[config.mk]
export PLATFORM = sky130hd
export DESIGN_NAME = mc_control
export DESIGN_NICKNAME = d
export VERILOG_FILES = /design/src/rtl/mc_pkg.sv /design/src/rtl/alu_funct_map.sv /design/src/rtl/mc_control.sv
export SDC_FILE = /design/constraint.sdc
export NUM_CORES = 1
export LEC_CHECK = 0
export ABC_AREA = 0
export CORE_ASPECT_RATIO = 0.9
export CORE_MARGIN = 2
export CORE_UTILIZATION = 50
export CTS_CLUSTER_SIZE = 12
export DETAILED_ROUTE_END_ITERATION = 8
export GPL_TIMING_DRIVEN = 0
export PLACE_DENSITY = 0.95
export SYNTH_ARGS = -nofsm -noshare
export SYNTH_HDL_FRONTEND = slang
export SYNTH_SLANG_ARGS = --single-unit
[constraint.sdc]
create_clock -name clk -period 5.4 [get_ports clk]
set_clock_uncertainty 0.1 [all_clocks]
set_input_delay 1.08 -clock clk [delete_from_list [all_inputs] [get_ports clk]]
set_output_delay 1.08 -clock clk [all_outputs]
set_load 0.005 [all_outputs]
[src/rtl/mc_pkg.sv]
// mc_pkg: shared types and encodings for the multicycle control path.
//   state_e        : 4-bit FSM state encoding (also driven on the State debug port)
//   OP_* / FN_*    : MIPS opcode and R-type funct field values
//   ALU_*          : ALUcontrol encodings
//   SRCB_* / PCSRC_*: operand B and PC source select encodings
package mc_pkg;

   typedef enum logic [3:0] {
      FETCH   = 4'd0,
      DECODE  = 4'd1,
      MEMADDR = 4'd2,
      MEMRD   = 4'd3,
      MEMWB   = 4'd4,
      MEMWR   = 4'd5,
      EXEC_R  = 4'd6,
      ALUWB_R = 4'd7,
      EXEC_I  = 4'd8,
      ALUWB_I = 4'd9,
      BRANCH  = 4'd10,
      JUMP    = 4'd11
   } state_e;

   localparam logic [5:0] OP_RTYPE = 6'b000000;
   localparam logic [5:0] OP_J     = 6'b000010;
   localparam logic [5:0] OP_BEQ   = 6'b000100;
   localparam logic [5:0] OP_ADDI  = 6'b001000;
   localparam logic [5:0] OP_LW    = 6'b100011;
   localparam logic [5:0] OP_SW    = 6'b101011;

   localparam logic [5:0] FN_ADD = 6'b100000;
   localparam logic [5:0] FN_SUB = 6'b100010;
   localparam logic [5:0] FN_AND = 6'b100100;
   localparam logic [5:0] FN_OR  = 6'b100101;
   localparam logic [5:0] FN_SLT = 6'b101010;

   localparam logic [3:0] ALU_AND = 4'b0000;
   localparam logic [3:0] ALU_OR  = 4'b0001;
   localparam logic [3:0] ALU_ADD = 4'b0010;
   localparam logic [3:0] ALU_SUB = 4'b0110;
   localparam logic [3:0] ALU_SLT = 4'b0111;

   localparam logic [1:0] SRCB_B       = 2'b00;
   localparam logic [1:0] SRCB_FOUR    = 2'b01;
   localparam logic [1:0] SRCB_IMM     = 2'b10;
   localparam logic [1:0] SRCB_IMM_SH2 = 2'b11;

   localparam logic [1:0] PCSRC_ALU    = 2'b00;
   localparam logic [1:0] PCSRC_ALUOUT = 2'b01;
   localparam logic [1:0] PCSRC_JUMP   = 2'b10;

endpackage

[src/rtl/alu_funct_map.sv]
// alu_funct_map: combinational R-type Funct to ALUcontrol decode.
//   funct    in  6  instruction Funct field
//   alu_ctrl out 4  ALU operation (add when funct is unknown)
//   valid    out 1  funct is one of add/sub/and/or/slt
module alu_funct_map
   import mc_pkg::*;
(
   input  logic [5:0] funct,
   output logic [3:0] alu_ctrl,
   output logic       valid
);

   always_comb begin
      alu_ctrl = ALU_ADD;
      valid    = 1'b1;
      case (funct)
         FN_ADD:  alu_ctrl = ALU_ADD;
         FN_SUB:  alu_ctrl = ALU_SUB;
         FN_AND:  alu_ctrl = ALU_AND;
         FN_OR:   alu_ctrl = ALU_OR;
         FN_SLT:  alu_ctrl = ALU_SLT;
         default: valid    = 1'b0;
      endcase
   end

endmodule

[src/rtl/mc_control.sv]
// mc_control: multicycle MIPS control FSM (lw/sw/R-type/addi/beq/j).
//   clk, rst_n           : clock, asynchronous active-low reset
//   Opcode, Funct        : instruction fields, sampled in DECODE
//   zero                 : ALU flag, low when the compared operands are equal
//   MemReady             : memory handshake, access completes when sampled high
//   PCEn .. ALUcontrol   : datapath enables, selects and ALU operation
//   Done, Illegal        : one-cycle completion / error pulses
//   State                : current state for debug
// Only the state, the memory wait counter and the latched op/funct are registered;
// every output is decoded from them combinationally.
module mc_control
   import mc_pkg::*;
#(
   parameter int unsigned MEM_WAIT_MAX = 15
) (
   input  logic       clk,
   input  logic       rst_n,
   input  logic [5:0] Opcode,
   input  logic [5:0] Funct,
   input  logic       zero,
   input  logic       MemReady,
   output logic       PCEn,
   output logic       IorD,
   output logic       MemRead,
   output logic       MemWrite,
   output logic       IRWrite,
   output logic       MemtoReg,
   output logic       RegDst,
   output logic       RegWrite,
   output logic       ALUSrcA,
   output logic [1:0] ALUSrcB,
   output logic [1:0] PCSource,
   output logic [3:0] ALUcontrol,
   output logic       Done,
   output logic       Illegal,
   output logic [3:0] State
);

   localparam int unsigned CntW = (MEM_WAIT_MAX > 0) ? $clog2(MEM_WAIT_MAX + 1) : 1;

   state_e            state_q, state_d;
   logic [CntW-1:0]   cnt_q, cnt_d;
   logic [5:0]        op_q, funct_q;
   logic [5:0]        funct_sel;
   logic [3:0]        r_ctrl;
   logic              r_valid;
   logic              mem_state;
   logic              timeout;

   // DECODE validates the live Funct; EXEC_R uses the copy latched at the end of DECODE.
   assign funct_sel = (state_q == DECODE) ? Funct : funct_q;

   alu_funct_map u_funct_map (
      .funct    (funct_sel),
      .alu_ctrl (r_ctrl),
      .valid    (r_valid)
   );

   assign mem_state = (state_q == FETCH) || (state_q == MEMRD) || (state_q == MEMWR);

   // MemReady takes priority over an expiring wait.
   assign timeout = (MEM_WAIT_MAX != 0) && mem_state && !MemReady &&
                    (cnt_q == CntW'(MEM_WAIT_MAX));

   // Counter runs while a memory state is stalled; any exit or abort clears it,
   // so it is zero on every entry to FETCH, MEMRD and MEMWR.
   assign cnt_d = (mem_state && !MemReady && !timeout) ? cnt_q + 1'b1 : '0;

   always_ff @(posedge clk or negedge rst_n) begin
      if (!rst_n) begin
         state_q <= FETCH;
         cnt_q   <= '0;
         op_q    <= '0;
         funct_q <= '0;
      end else begin
         state_q <= state_d;
         cnt_q   <= cnt_d;
         if (state_q == DECODE) begin
            op_q    <= Opcode;
            funct_q <= Funct;
         end
      end
   end

   always_comb begin
      state_d    = state_q;
      PCEn       = 1'b0;
      IorD       = 1'b0;
      MemRead    = 1'b0;
      MemWrite   = 1'b0;
      IRWrite    = 1'b0;
      MemtoReg   = 1'b0;
      RegDst     = 1'b0;
      RegWrite   = 1'b0;
      ALUSrcA    = 1'b0;
      ALUSrcB    = SRCB_B;
      PCSource   = PCSRC_ALU;
      ALUcontrol = ALU_ADD;
      Done       = 1'b0;
      Illegal    = 1'b0;

      case (state_q)
         FETCH: begin
            MemRead = 1'b1;
            ALUSrcB = SRCB_FOUR;
            if (MemReady) begin
               IRWrite = 1'b1;
               PCEn    = 1'b1;
               state_d = DECODE;
            end else if (timeout) begin
               Illegal = 1'b1;
               state_d = FETCH;
            end
         end
         DECODE: begin
            // ALUOut captures PC + (imm << 2) as the branch target.
            ALUSrcB = SRCB_IMM_SH2;
            case (Opcode)
               OP_LW, OP_SW: state_d = MEMADDR;
               OP_RTYPE: begin
                  if (r_valid) begin
                     state_d = EXEC_R;
                  end else begin
                     Illegal = 1'b1;
                     state_d = FETCH;
                  end
               end
               OP_ADDI: state_d = EXEC_I;
               OP_BEQ:  state_d = BRANCH;
               OP_J:    state_d = JUMP;
               default: begin
                  Illegal = 1'b1;
                  state_d = FETCH;
               end
            endcase
         end
         MEMADDR: begin
            ALUSrcA = 1'b1;
            ALUSrcB = SRCB_IMM;
            state_d = (op_q == OP_LW) ? MEMRD : MEMWR;
         end
         MEMRD: begin
            MemRead = 1'b1;
            IorD    = 1'b1;
            if (MemReady) begin
               state_d = MEMWB;
            end else if (timeout) begin
               Illegal = 1'b1;
               state_d = FETCH;
            end
         end
         MEMWB: begin
            RegWrite = 1'b1;
            MemtoReg = 1'b1;
            Done     = 1'b1;
            state_d  = FETCH;
         end
         MEMWR: begin
            MemWrite = 1'b1;
            IorD     = 1'b1;
            if (MemReady) begin
               Done    = 1'b1;
               state_d = FETCH;
            end else if (timeout) begin
               Illegal = 1'b1;
               state_d = FETCH;
            end
         end
         EXEC_R: begin
            ALUSrcA    = 1'b1;
            ALUcontrol = r_ctrl;
            state_d    = ALUWB_R;
         end
         ALUWB_R: begin
            RegWrite = 1'b1;
            RegDst   = 1'b1;
            Done     = 1'b1;
            state_d  = FETCH;
         end
         EXEC_I: begin
            ALUSrcA = 1'b1;
            ALUSrcB = SRCB_IMM;
            state_d = ALUWB_I;
         end
         ALUWB_I: begin
            RegWrite = 1'b1;
            Done     = 1'b1;
            state_d  = FETCH;
         end
         BRANCH: begin
            // ALU reports zero low on equality, so the branch is taken on ~zero.
            ALUSrcA    = 1'b1;
            ALUcontrol = ALU_SUB;
            PCSource   = PCSRC_ALUOUT;
            PCEn       = ~zero;
            Done       = 1'b1;
            state_d    = FETCH;
         end
         JUMP: begin
            PCSource = PCSRC_JUMP;
            PCEn     = 1'b1;
            Done     = 1'b1;
            state_d  = FETCH;
         end
         default: state_d = FETCH;
      endcase

      // While reset is held the FSM sits in FETCH, but requests must stay quiet.
      if (!rst_n) begin
         PCEn     = 1'b0;
         IorD     = 1'b0;
         MemRead  = 1'b0;
         MemWrite = 1'b0;
         IRWrite  = 1'b0;
         MemtoReg = 1'b0;
         RegDst   = 1'b0;
         RegWrite = 1'b0;
         ALUSrcA  = 1'b0;
         ALUSrcB  = SRCB_B;
         PCSource = PCSRC_ALU;
         ALUcontrol = ALU_ADD;
         Done     = 1'b0;
         Illegal  = 1'b0;
      end
   end

   assign State = state_q;

endmodule

==> results.tsv <==
stage	metric	value	unit
logic_synthesis	Yosys reg bits	20	
grt	number of global-route vias before repair	1214	
logic_synthesis	Synth Flop Type	dfrtp_1	
cts	post-CTS setup buffers	0	
setup_path	critical path data arrival time	3.95	ns
outcome	status	completed	
layout	FILL cells	203	
drt	Post-DRT Antenna Nets	0	
timing	worst-margin pin slew	0.908	ns
timing	unrepaired setup endpoints after global routing	no	
power	peak supply drop	313	uV
cts	total CTS buffers	3	
timing	fmax	195	MHz
timing	Worst slew margin	39.3	%
timing	final setup violation count	0	
setup_path	CP Max Fanout	21	
drt	DR DRC count	0	
setup_path	r2r worst-path depth	4	
setup_path	Worst Path Buf+Inv	3	
setup_path	FF-to-FF Start	State[1]	
cts	Sink Count	20	
grt	antenna violations before repair	0	
layout	synthesis-to-finish area growth	32.3	%
setup_path	CP required	4.22	ns
drt	WL final	3210	um
setup_path	CP max-delay cell	clkdlybuf4s50_1	
layout	fin area	0.00177	mm^2
logic_synthesis	register area share after synthesis	37.5	%
placed_design	placed inst area	0.00173	mm^2
floorplan	Placeable Area	0.00249	mm^2
placed_design	HPWL after DPL	2510	um
logic_synthesis	Yosys top cell area share	37.5	%
timing	Period minus WS final	5.13	ns
grt	pin count of the biggest net entering global routing	22	
logic_synthesis	Yosys top cell by area	dfrtp_1	
floorplan	initial cell density of the core	53.7	%
min_path	Hold Path End	cnt_q[3]	
logic_synthesis	Unique masters post-synth	49	
placed_design	pre-CTS setup slack	0.257	ns
setup_path	Worst setup SP type	input port	
power	Leakage	0.703	nW
drt	post-DR wirelength/cell	14.9	um
timing	max-slew violations	0	
logic_synthesis	Syn Inst Count	148	
grt	wire length of the first global-routing pass	5310	um
cts	CTS root buffer	clkbuf_4	
setup_path	flop2flop setup slack	3.25	ns
placed_design	IO Port Bufs	36	
floorplan	Site Rows	17	
logic_synthesis	most common library cells after synthesis	dfrtp_1 (20), nor2_1 (16), nand2_1 (11), mux2_2 (10), clkbuf_1 (8)	
logic_synthesis	dominant cells by area after synthesis	dfrtp_1 (37%), mux2_2 (8.4%), nor2_1 (4.5%)	
drt	total iterations of the first detailed-routing run	4	
setup_path	critical setup path kind	in2out	
logic_synthesis	Syn Area/Cell	9.03	um^2
cts	clock transition at the registers of the reported paths	0.11	ns
floorplan	I/O Pins	39	
cts	Post-CTS Resized	0	
power	pwr dens	405	mW/mm^2
min_path	HP Start	cnt_q[3]	
grt	global route total overflow	0	
drt	vias post-DR	1278	
floorplan	die footprint	0.00310	mm^2
drt	First DRT Iteration DRCs	35	
job	max cap viols	0	
timing	TNS Setup	0	ns
setup_path	CP cell instances	clkdlybuf4s50_1 > clkbuf_1 > nand3_1 > or3_1 > or4_1 > clkdlybuf4s50_1	
cts	CTS tree	done	
timing	number of hold violations in the final report	0	
setup_path	Crit. End Element	primary output	
logic_synthesis	post-synthesis cell area	0.00134	mm^2
timing	final worst slack	0.273	ns
cts	Skew-Pair Late Insertion Delay	0.31	ns
logic_synthesis	Mapped Nets	165	
min_path	worst hold-check path type	reg2reg	
cts	H-tree depth	1	
setup_path	Largest delay share family, worst path	buffers and inverters	
setup_path	slowest stage delay, CP	1.06	ns
grt	total track usage	22.6	%
cts	hold_buf cts	0	
placed_design	GPL Wtd Cong	0.859	
min_path	hold depth	1	
cts	Longest Clk Path Bufs	2	
layout	number of diodes	0	
floorplan	chip height	53.0	um
setup_path	Critical R2R Capture	op_q[1]	
layout	nets	206	
logic_synthesis	Post-synth EDFFs	0	
floorplan	die width	58.5	um
logic_synthesis	most numerous cell in the Yosys netlist	dfrtp_1	
setup_path	crit-path most repeated cell	clkdlybuf4s50_1	
drt	vias per cell	5.92	
layout	share of cells above drive strength 1	11.2	%
logic_synthesis	FFs w/ async S/R, synth	100	%
logic_synthesis	warnings from Yosys	0	
timing	period utilization	94.9	%
==> how the worst max path moves through the flow <==
stage	endpoint	start	slack [ns]	cells after the start
after floorplan	ALUcontrol[1]	rst_n	2.07	4
after global placement	ALUcontrol[1]	rst_n	0.30	6
after detailed placement	ALUcontrol[1]	rst_n	0.26	6
after CTS	ALUcontrol[1]	rst_n	0.23	6
after global routing	ALUcontrol[1]	rst_n	0.02	6
final	ALUcontrol[1]	rst_n	0.27	6
==> layout by cell type (no fill, tap or decap), types with 5 or more instances in the layout <==
cell	instances
clkdlybuf4s50_1	36
inv_1	5
nor3_1	5
a21oi_1	6
nor2_1	16
mux2_2	10
dfrtp_1	20
clkbuf_1	8
nand2_1	11
==> registers in the layout, indices dropped and copies added, names as in the netlist <==
name and count:
funct_q 6, op_q 6, State 4, cnt_q 4
==> layout make-up <==
type                    instances  area (um^2)  area share [%]
plain buffers                  13         58.8            3.33
clock buffers                   4         36.3            2.05
inverters                       5         18.8            1.06
multi-input cells             110          758            42.9
flip-flops and latches         20          500            28.3
well taps                      28         35.0            1.98
repair buffers                 36          360            20.4
==> worst reg2reg max path: stages (launching register included) <==
cell      delay (ns)
dfrtp_1         0.39
buf_4           0.17
nor4b_4         0.52
clkbuf_1        0.46
mux2_2          0.40
==> per-layer routing <==
layer | track usage (%) | wire (um)
met1 | 29.3 | 1430
met2 | 38.4 | 1510
met3 | 1.96 | 221
met4 | 10.1 | 48
met5 | 0 | 0
==> through the flow <==
stage | util (%) | instances | power (mW) | hold slack, ns
after floorplan | - | 148 | 0.496 | 0.352
after global placement | 69.6 | 212 | 0.609 | 0.367
after detailed placement | 69.6 | 212 | 0.629 | 0.392
after CTS | 71.0 | 216 | 0.716 | 0.416
after global routing | 71.0 | 216 | 0.772 | 0.435
final | 71.0 | 216 | 0.715 | 0.415
==> power breakdown <==
| group | internal (mW) | switching [mW] |
|---|---|---|
| combinational | 0.195 | 0.190 |
| sequential | 0.211 | 0.0317 |
| clock | 0.0413 | 0.0469 |
==> cell families after synthesis <==
group	synth area share (%)
XOR/XNOR	3.93
adder cells (fa/ha/maj)	0.936
flip-flops	37.5
AO/OA/AOI/OAI	16.0
multiplexers	11.4
buffers and inverters	5.80
AND/OR/NAND/NOR	24.2
other	0.281
No activity file was read; power rests on OpenSTA's default activity.
